### config.mk
export PLATFORM = sky130hd
export DESIGN_NAME = auth_check_seq
export DESIGN_NICKNAME = d
export VERILOG_FILES = /design/src/rtl/auth_pkg.sv /design/src/rtl/auth_nonce_lfsr.sv /design/src/rtl/auth_check_seq.sv
export SDC_FILE = /design/constraint.sdc
export NUM_CORES = 1
export LEC_CHECK = 0
export BUFFER_PORTS_ARGS = -buffer_cell sky130_fd_sc_hd__buf_4
export CORE_AREA = 2 2 140 142
export DETAILED_ROUTE_END_ITERATION = 10
export DIE_AREA = 0 0 142 144
export PLACE_DENSITY_LB_ADDON = 0.1
export SLEW_MARGIN = 40
export SYNTH_ARGS = -nofsm -noshare
export SYNTH_HDL_FRONTEND = slang
export SYNTH_SLANG_ARGS = --single-unit
### constraint.sdc
create_clock -name clk -period 2.2 [get_ports clk]
set_clock_uncertainty 0.05 [all_clocks]
set_input_delay 0.22 -clock clk [delete_from_list [all_inputs] [get_ports clk]]
set_output_delay 0.22 -clock clk [all_outputs]
set_load 0.03 [all_outputs]
### src/rtl/auth_pkg.sv
// Shared state encoding and constants for the challenge-response authentication sequencer.
package auth_pkg;

  localparam int AUTH_W = 64;

  // Galois taps 64,63,61,60 mapped onto bit positions 63,62,60,59 of a right-shifting register
  localparam logic [AUTH_W-1:0] LFSR_TAPS = 64'hD800_0000_0000_0000;

  typedef enum logic [2:0] {
    S_IDLE = 3'd0,
    S_CHAL = 3'd1,
    S_WAIT = 3'd2,
    S_XOR  = 3'd3,
    S_CMP  = 3'd4,
    S_DONE = 3'd5,
    S_LOCK = 3'd6
  } auth_state_e;

endpackage

### src/rtl/auth_nonce_lfsr.sv
// Free-running Galois LFSR supplying nonces; advances every cycle, full state is the output.
module auth_nonce_lfsr
  import auth_pkg::*;
#(
  parameter int            W    = AUTH_W,
  parameter logic [W-1:0]  SEED = W'(64'hACE1)
) (
  input  logic         clk,
  input  logic         rst,
  output logic [W-1:0] state_o
);

  logic [W-1:0] lfsr_q;
  logic [W-1:0] lfsr_d;

  // A nonzero seed can never reach all-zero under a Galois update
  always_comb begin
    lfsr_d = {1'b0, lfsr_q[W-1:1]};
    if (lfsr_q[0]) lfsr_d = lfsr_d ^ W'(LFSR_TAPS);
  end

  always_ff @(posedge clk or negedge rst) begin
    if (!rst) lfsr_q <= SEED;
    else      lfsr_q <= lfsr_d;
  end

  assign state_o = lfsr_q;

endmodule

### src/rtl/auth_check_seq.sv
// One challenge-response round: issue nonce, recover c_2 ^ k, compare, retry, lock out.
// Latency: auth_ok/auth_fail in the cycle after edge n+2 (n = response accept edge).
// Backpressure: chal_data held until chal_ready; resp_ready only in WAIT; optional WAIT timeout.
module auth_check_seq
  import auth_pkg::*;
#(
  parameter int           W           = AUTH_W,
  parameter int           MAX_RETRY   = 3,
  parameter int           TIMEOUT_CYC = 1024,
  parameter logic [W-1:0] LFSR_SEED   = W'(64'hACE1)
) (
  input  logic         clk,
  input  logic         rst,
  input  logic         start,
  input  logic [W-1:0] key_i,
  output logic         chal_valid,
  input  logic         chal_ready,
  output logic [W-1:0] chal_data,
  input  logic         resp_valid,
  output logic         resp_ready,
  input  logic [W-1:0] resp_data,
  output logic         busy,
  output logic         auth_ok,
  output logic         auth_fail,
  output logic         locked,
  output logic [1:0]   retry_cnt
);

  localparam logic [1:0] MAX_R = 2'(MAX_RETRY);

  auth_state_e  state_q, state_d;
  logic [W-1:0] nonce_q, nonce_d;
  logic [W-1:0] c2_q, c2_d;
  logic [W-1:0] r1_new_q, r1_new_d;
  logic         match_q, match_d;
  logic [1:0]   retry_q, retry_d;
  logic [W-1:0] lfsr;

`ifdef AUTH_TIMEOUT_EN
  localparam int            TW      = (TIMEOUT_CYC > 1) ? $clog2(TIMEOUT_CYC) : 1;
  localparam logic [TW-1:0] TO_LAST = TW'(TIMEOUT_CYC - 1);
  logic [TW-1:0] to_cnt_q, to_cnt_d;
`endif

  auth_nonce_lfsr #(.W(W), .SEED(LFSR_SEED)) u_lfsr (
    .clk     (clk),
    .rst     (rst),
    .state_o (lfsr)
  );

  always_comb begin
    state_d    = state_q;
    nonce_d    = nonce_q;
    c2_d       = c2_q;
    r1_new_d   = r1_new_q;
    match_d    = match_q;
    retry_d    = retry_q;
`ifdef AUTH_TIMEOUT_EN
    to_cnt_d   = to_cnt_q;
`endif
    chal_valid = 1'b0;
    resp_ready = 1'b0;
    auth_ok    = 1'b0;
    auth_fail  = 1'b0;
    locked     = 1'b0;
    busy       = 1'b1;
    case (state_q)
      S_IDLE: begin
        busy = 1'b0;
        if (start) begin
          state_d = S_CHAL;
          nonce_d = lfsr;
          retry_d = '0;
        end
      end
      S_CHAL: begin
        chal_valid = 1'b1;
        if (chal_ready) begin
          state_d = S_WAIT;
`ifdef AUTH_TIMEOUT_EN
          to_cnt_d = '0;
`endif
        end
      end
      S_WAIT: begin
        resp_ready = 1'b1;
        if (resp_valid) begin
          c2_d    = resp_data;
          state_d = S_XOR;
        end
`ifdef AUTH_TIMEOUT_EN
        else if (to_cnt_q == TO_LAST) begin
          match_d = 1'b0;
          state_d = S_DONE;
        end else begin
          to_cnt_d = to_cnt_q + 1'b1;
        end
`endif
      end
      S_XOR: begin
        r1_new_d = c2_q ^ key_i;
        state_d  = S_CMP;
      end
      S_CMP: begin
        match_d = (r1_new_q == nonce_q);
        state_d = S_DONE;
      end
      S_DONE: begin
        if (match_q) begin
          auth_ok = 1'b1;
          state_d = S_IDLE;
        end else if (retry_q == MAX_R) begin
          auth_fail = 1'b1;
          state_d   = S_LOCK;
        end else begin
          retry_d = retry_q + 1'b1;
          nonce_d = lfsr;
          state_d = S_CHAL;
        end
      end
      S_LOCK: begin
        busy   = 1'b0;
        locked = 1'b1;
      end
      default: state_d = S_IDLE;
    endcase
  end

  always_ff @(posedge clk or negedge rst) begin
    if (!rst) begin
      state_q  <= S_IDLE;
      nonce_q  <= '0;
      c2_q     <= '0;
      r1_new_q <= '0;
      match_q  <= 1'b0;
      retry_q  <= '0;
`ifdef AUTH_TIMEOUT_EN
      to_cnt_q <= '0;
`endif
    end else begin
      state_q  <= state_d;
      nonce_q  <= nonce_d;
      c2_q     <= c2_d;
      r1_new_q <= r1_new_d;
      match_q  <= match_d;
      retry_q  <= retry_d;
`ifdef AUTH_TIMEOUT_EN
      to_cnt_q <= to_cnt_d;
`endif
    end
  end

  assign chal_data = nonce_q;
  assign retry_cnt = retry_q;

endmodule

=== Yosys cells after proc, flatten, opt, wreduce, memory -nomap -nowiden ===
Index checks and enable logic that the tools add are counted.

* Register bits after elaboration: 262

* Add/subtract/negate cells: 1
* Eq/ne operators: 13
* Mux-type cells: 24
* Bitwise logic cells: 3
* Reductions and logical operators: 6

{| class="wikitable"
|+ Operator list
! kind !! count
|-
| $mux 64 || 4
|-
| $pmux 64 s2 || 1
|-
| $eq 64x64->1 || 1
|-
| $xor 64x64->64 || 1
|-
| $pmux 3 s7 || 1
|-
| $mux 3 || 5
|-
| $ne 2x2->1 const B || 5
|-
| $eq 3x3->1 const B || 3
|-
| $mux 1 || 9
|-
| $reduce_and 4->1 || 2
|-
| $eq 3x2->1 const B || 2
|-
| $mux 2 || 3
|-
| $not 3->4 || 1
|-
| $pmux 2 s2 || 1
|-
| $eq 3x1->1 const B || 1
|-
| $logic_not 3->1 || 1
|-
| $add 2x1->2 const B || 1
|-
| $eq 2x2->1 const B || 1
|-
| $reduce_and 2->1 || 1
|-
| $reduce_bool 2->1 || 1
|-
| $reduce_or 2->1 || 1
|-
| $not 1->1 || 1
|}

=== Longest topological paths before layout ===
* Depth in word-level cells: 4
* Gate-level depth with buffers: 8
* Depth with buffers taken out: 6

=== Modules after synthesis ===
Synthesis repeated with hierarchy kept, for this count alone.

* Cells, all modules: 805
* Area, all modules: 10916.7 um^2

{| class="wikitable"
|+ Modules (own cells, without submodules)
! module !! times used !! cells each !! area an instance (um^2) !! seq. area each (um^2)
|-
| auth_check_seq || 1 || 677 || 8821.0 || 4954.8
|-
| auth_nonce_lfsr || 1 || 128 || 2095.8 || 1611.5
|}

=== Worst setup path after synthesis ===
No wires, ideal clock.

* Kind: register to register
* Start point: register retry_q[0] (netlist: retry_cnt[0])
* End point: register nonce_q[35] (netlist: chal_data[35])
* Setup time: 0.125 ns
* Arrival: 1.846 ns
* Required time: 2.025 ns
* Path slack: 0.179 ns
* Stages on the path, launching flop included: 8
* Path buffers: 2
* Cells stage by stage: dfrtp_1 > ha_1 > nor2_1 > a31oi_1 > nor2_1 > buf_2 > buf_4 > mux2_2

* Cells in the longest elaborated chain, start to end: 3

{| class="wikitable"
|+ RTL lines
! item !! line !! RTL
|-
| from (decl) || auth_check_seq.sv:36 || <nowiki>logic [1:0] retry_q, retry_d;</nowiki>
|-
| from (signal assigned) || auth_check_seq.sv:146 || <nowiki>retry_q <= retry_d;</nowiki>
|-
| $eq 2x2->1 || auth_check_seq.sv:112 || <nowiki>end else if (retry_q == MAX_R) begin</nowiki>
|-
| $ne 2x2->1 (no line) || - ||
|-
| $reduce_and 4->1 (no line) || - ||
|-
| to (signal assigned) || auth_check_seq.sv:142 || <nowiki>nonce_q <= nonce_d;</nowiki>
|-
| to (decl) || auth_check_seq.sv:32 || <nowiki>logic [W-1:0] nonce_q, nonce_d;</nowiki>
|}

No other way between the ends.
A chain may end at the register's enable or synchronous reset.

=== Worst setup path in the final report ===
* Start point: register state_q[1]
* End point: output auth_fail

* Cells in the longest elaborated chain, start to end: 2

{| class="wikitable"
|+ RTL lines
! item !! line !! RTL
|-
| from (decl) || auth_check_seq.sv:31 || <nowiki>auth_state_e state_q, state_d;</nowiki>
|-
| from (signal assigned) || auth_check_seq.sv:141 || <nowiki>state_q <= state_d;</nowiki>
|-
| $eq 3x3->1 || auth_check_seq.sv:67 || <nowiki>case (state_q)</nowiki>
|-
| $mux 1 || auth_check_seq.sv:67 ||
|-
| to (decl) || auth_check_seq.sv:24 || <nowiki>output logic auth_fail,</nowiki>
|}

No other way between the ends.

==> qor.csv <==
metric,value,unit
fmax,487,MHz
ys flop type,dfrtp_1,
Synth top area share,61.9,%
CP cell instances,buf_4 > nor2_1 > nand2_1 > nor2_1 > buf_4,
fin crit share,93.4,%
Non-Filler Instances,1347,
clk_lat worst skew,0.53,ns
DP Cell Count,1168,
WL met2,12.5,mm
syn nets,877,
via count,6801,
Synth top cells by count,"254 x dfrtp_1, 129 x mux2_2, 93 x xnor2_1, 70 x nand2_1, 67 x o21ai_0",
DRT antenna net count,0,
DR WL/cell,18.3,um
I/O Pins,205,
wl on met1,10.4,mm
drt first pass iters,4,
initial antenna violation count,0,
Yosys warning total,0,
CP max FO,10,
Critical Path RT,1.93,ns
Sum Neg Setup Slack,0,ns
Synth cell types,35,
Cell Pwr Density,1130,mW/mm2
layout cells sized above 1,36.4,%
cells after synthesis,743,
MaxCap Viol Count,0,
CP max stage cell,dfrtp_1,
Rel. slew slack,61.5,%
Slew Limit Fails,0,
die height,144,um
Placer Congestion,0.817,
Post-DP HPWL,16.3,mm
Worst EP arrival,1.78,ns
Fin. Hold Viols,0,
top-count cell post-synth,dfrtp_1,
Yosys top cell by area,dfrtp_1,
shortest period the worst path allows,2.05,ns
Port Buf Inserts,204,
"FF+latch count, synth",262,
WS Path Type,reg -> out,
RSZ-0062 raised after global routing,false,
Worst Tran Pin Value,0.577,ns
initial DRC count,326,
vias per cell,5.05,
CTS Buf Count,28,
Bufs on Longest Clock Path,3,
die area,0.0204,mm2
"Largest stage delay, worst path",0.39,ns
vias in the first global route,7296,
Clock Tree Root,clkbuf_16,
largest net degree at the start of global routing,95,
status,finished clean,
H-tree depth,1,
Hold Path Class,in -> reg,
Syn Area/Cell,13.8,um2
sequential share of the synthesized area,63.9,%
Post-Route WL,24.7,mm
CTS tree,built,
post-synthesis instance area,0.0103,mm2
DRC errors left,0,
NumNets Final,1221,
n_diodes,0,
ys async rst share,100,%
ranking of synthesized cells by area,"dfrtp_1 62%, mux2_2 14%, xnor2_1 7.9%",
worst vdd ir,719,uV
total gr overflow,0,
"EDFF count, synth",0,
CP endpoint kind,primary output,
Initial Utilization,53.9,%
LEAKAGE,6.94,nW
# rows,51,
Tot GR Track Use,24.8,%
Core Box Area,0.0191,mm2
first-pass GRT wire length,38.9,mm
Die W,142,um
top sig layer,met4,
# setup viols final,0,
clock sink total,262,
startpoint type of the worst setup path,flip-flop,
WL met3,1.36,mm
Layout area overhead,39.9,%
Worst-path clk slew,0.06,ns
[timing repair]
item	4_1_cts	5_1_grt
gates resized for setup	0	1
endpoints found under the hold margin	190	0
hold buffers	127	0
setup endpoints to repair	0	1
setup buffers	0	0
[power breakdown]
part | internal [mW] | switching (mW)
combinational | 2.28 | 2.15
sequential | 6.07 | 0.904
clock | 2.96 | 1.86
total | 11.3 | 4.92
[metrics by stage]
| stage | util (%) | setup WS (ns) | instance area, um2 | power [mW] | hold slack [ns] |
|---|---|---|---|---|---|
| 6_report | 75.3 | 0.145 | 14400 | 16.2 | 0.0216 |
| 4_1_cts | 75.3 | 0.102 | 14400 | 16.4 | 0.0231 |
| 5_1_grt | 75.3 | 0.0626 | 14400 | 17.2 | 0.0197 |
| 3_5_place_dp | 63.6 | 0.192 | 12100 | 11.3 | 0.188 |
| 2_1_floorplan | - | 0.179 | 10300 | 9.83 | -0.126 |
| 3_3_place_gp | 63.6 | 0.258 | 12100 | 11.1 | 0.184 |
[cells in the final DEF (no fill, tap or decap), drive strengths merged, types with 3 or more instances in the layout]
cell type / count
buf: 217
bufinv: 3
clkbuf: 42
clkinv: 6
dfrtp: 254
dfstp: 8
dlygate4sd3: 127
mux2: 129
nand2: 70
nand2b: 3
nand3: 3
nand4: 9
nor2: 9
nor3: 3
nor4: 10
o21ai: 67
xnor2: 93
xor2: 38
[critical path, delay by kind of cell (launching register included)]
family | cells | cell delay (ns)
simple gates | 3 | 0.52
flops | 1 | 0.39
buf+inv | 2 | 0.36
[path summary, 6_finish.rpt]
path | from | to | slack, ns | cells past startpoint
min in group asynchronous | rst | c2_q[10] | 0.21 | 2
max in group asynchronous | rst | u_lfsr.state_o[0] | 1.10 | 3
setup reg to reg | retry_cnt[0] | chal_data[28] | 0.19 | 6
hold / removal | key_i[9] | r1_new_q[9] | 0.02 | 3
hold reg to reg | u_lfsr.state_o[25] | u_lfsr.state_o[24] | 0.32 | 0
setup / recovery | state_q[1] | auth_fail | 0.15 | 5
[area by class of cell]
class / instances / area (um2)
clock buffer: 42 / 835
clock inverter: 10 / 128
fill: 1189 / 4700
inverter: 2 / 7.51
multi-input combinational: 449 / 3530
sequential: 262 / 6570
tap: 238 / 298
timing repair buffer: 344 / 3010
[flip-flops by register name, indices dropped and copies added, names as in the netlist]
| signal | cells |
|---|---|
| c2_q | 64 |
| chal_data | 64 |
| r1_new_q | 64 |
| u_lfsr.state_o | 64 |
| state_q | 3 |
| retry_cnt | 2 |
| match_q | 1 |
[layer usage]
layer | GRT usage, % | vias up
met5 | 0 | -
met4 | 6.21 | 0
met3 | 5.10 | 35
met2 | 43.0 | 171
met1 | 32.2 | 3399
li1 | - | 3196
[cells by family after synthesis]
logic type	Yosys count	share of synthesized area (%)
buf+inv	32	1.83
flops	262	63.9
fa+ha+maj	1	0.122
xor+xnor	131	11.2
mux	129	14.1
compound gates	73	3.68
simple gates	115	5.16
(Power assumes the default switching activity.)
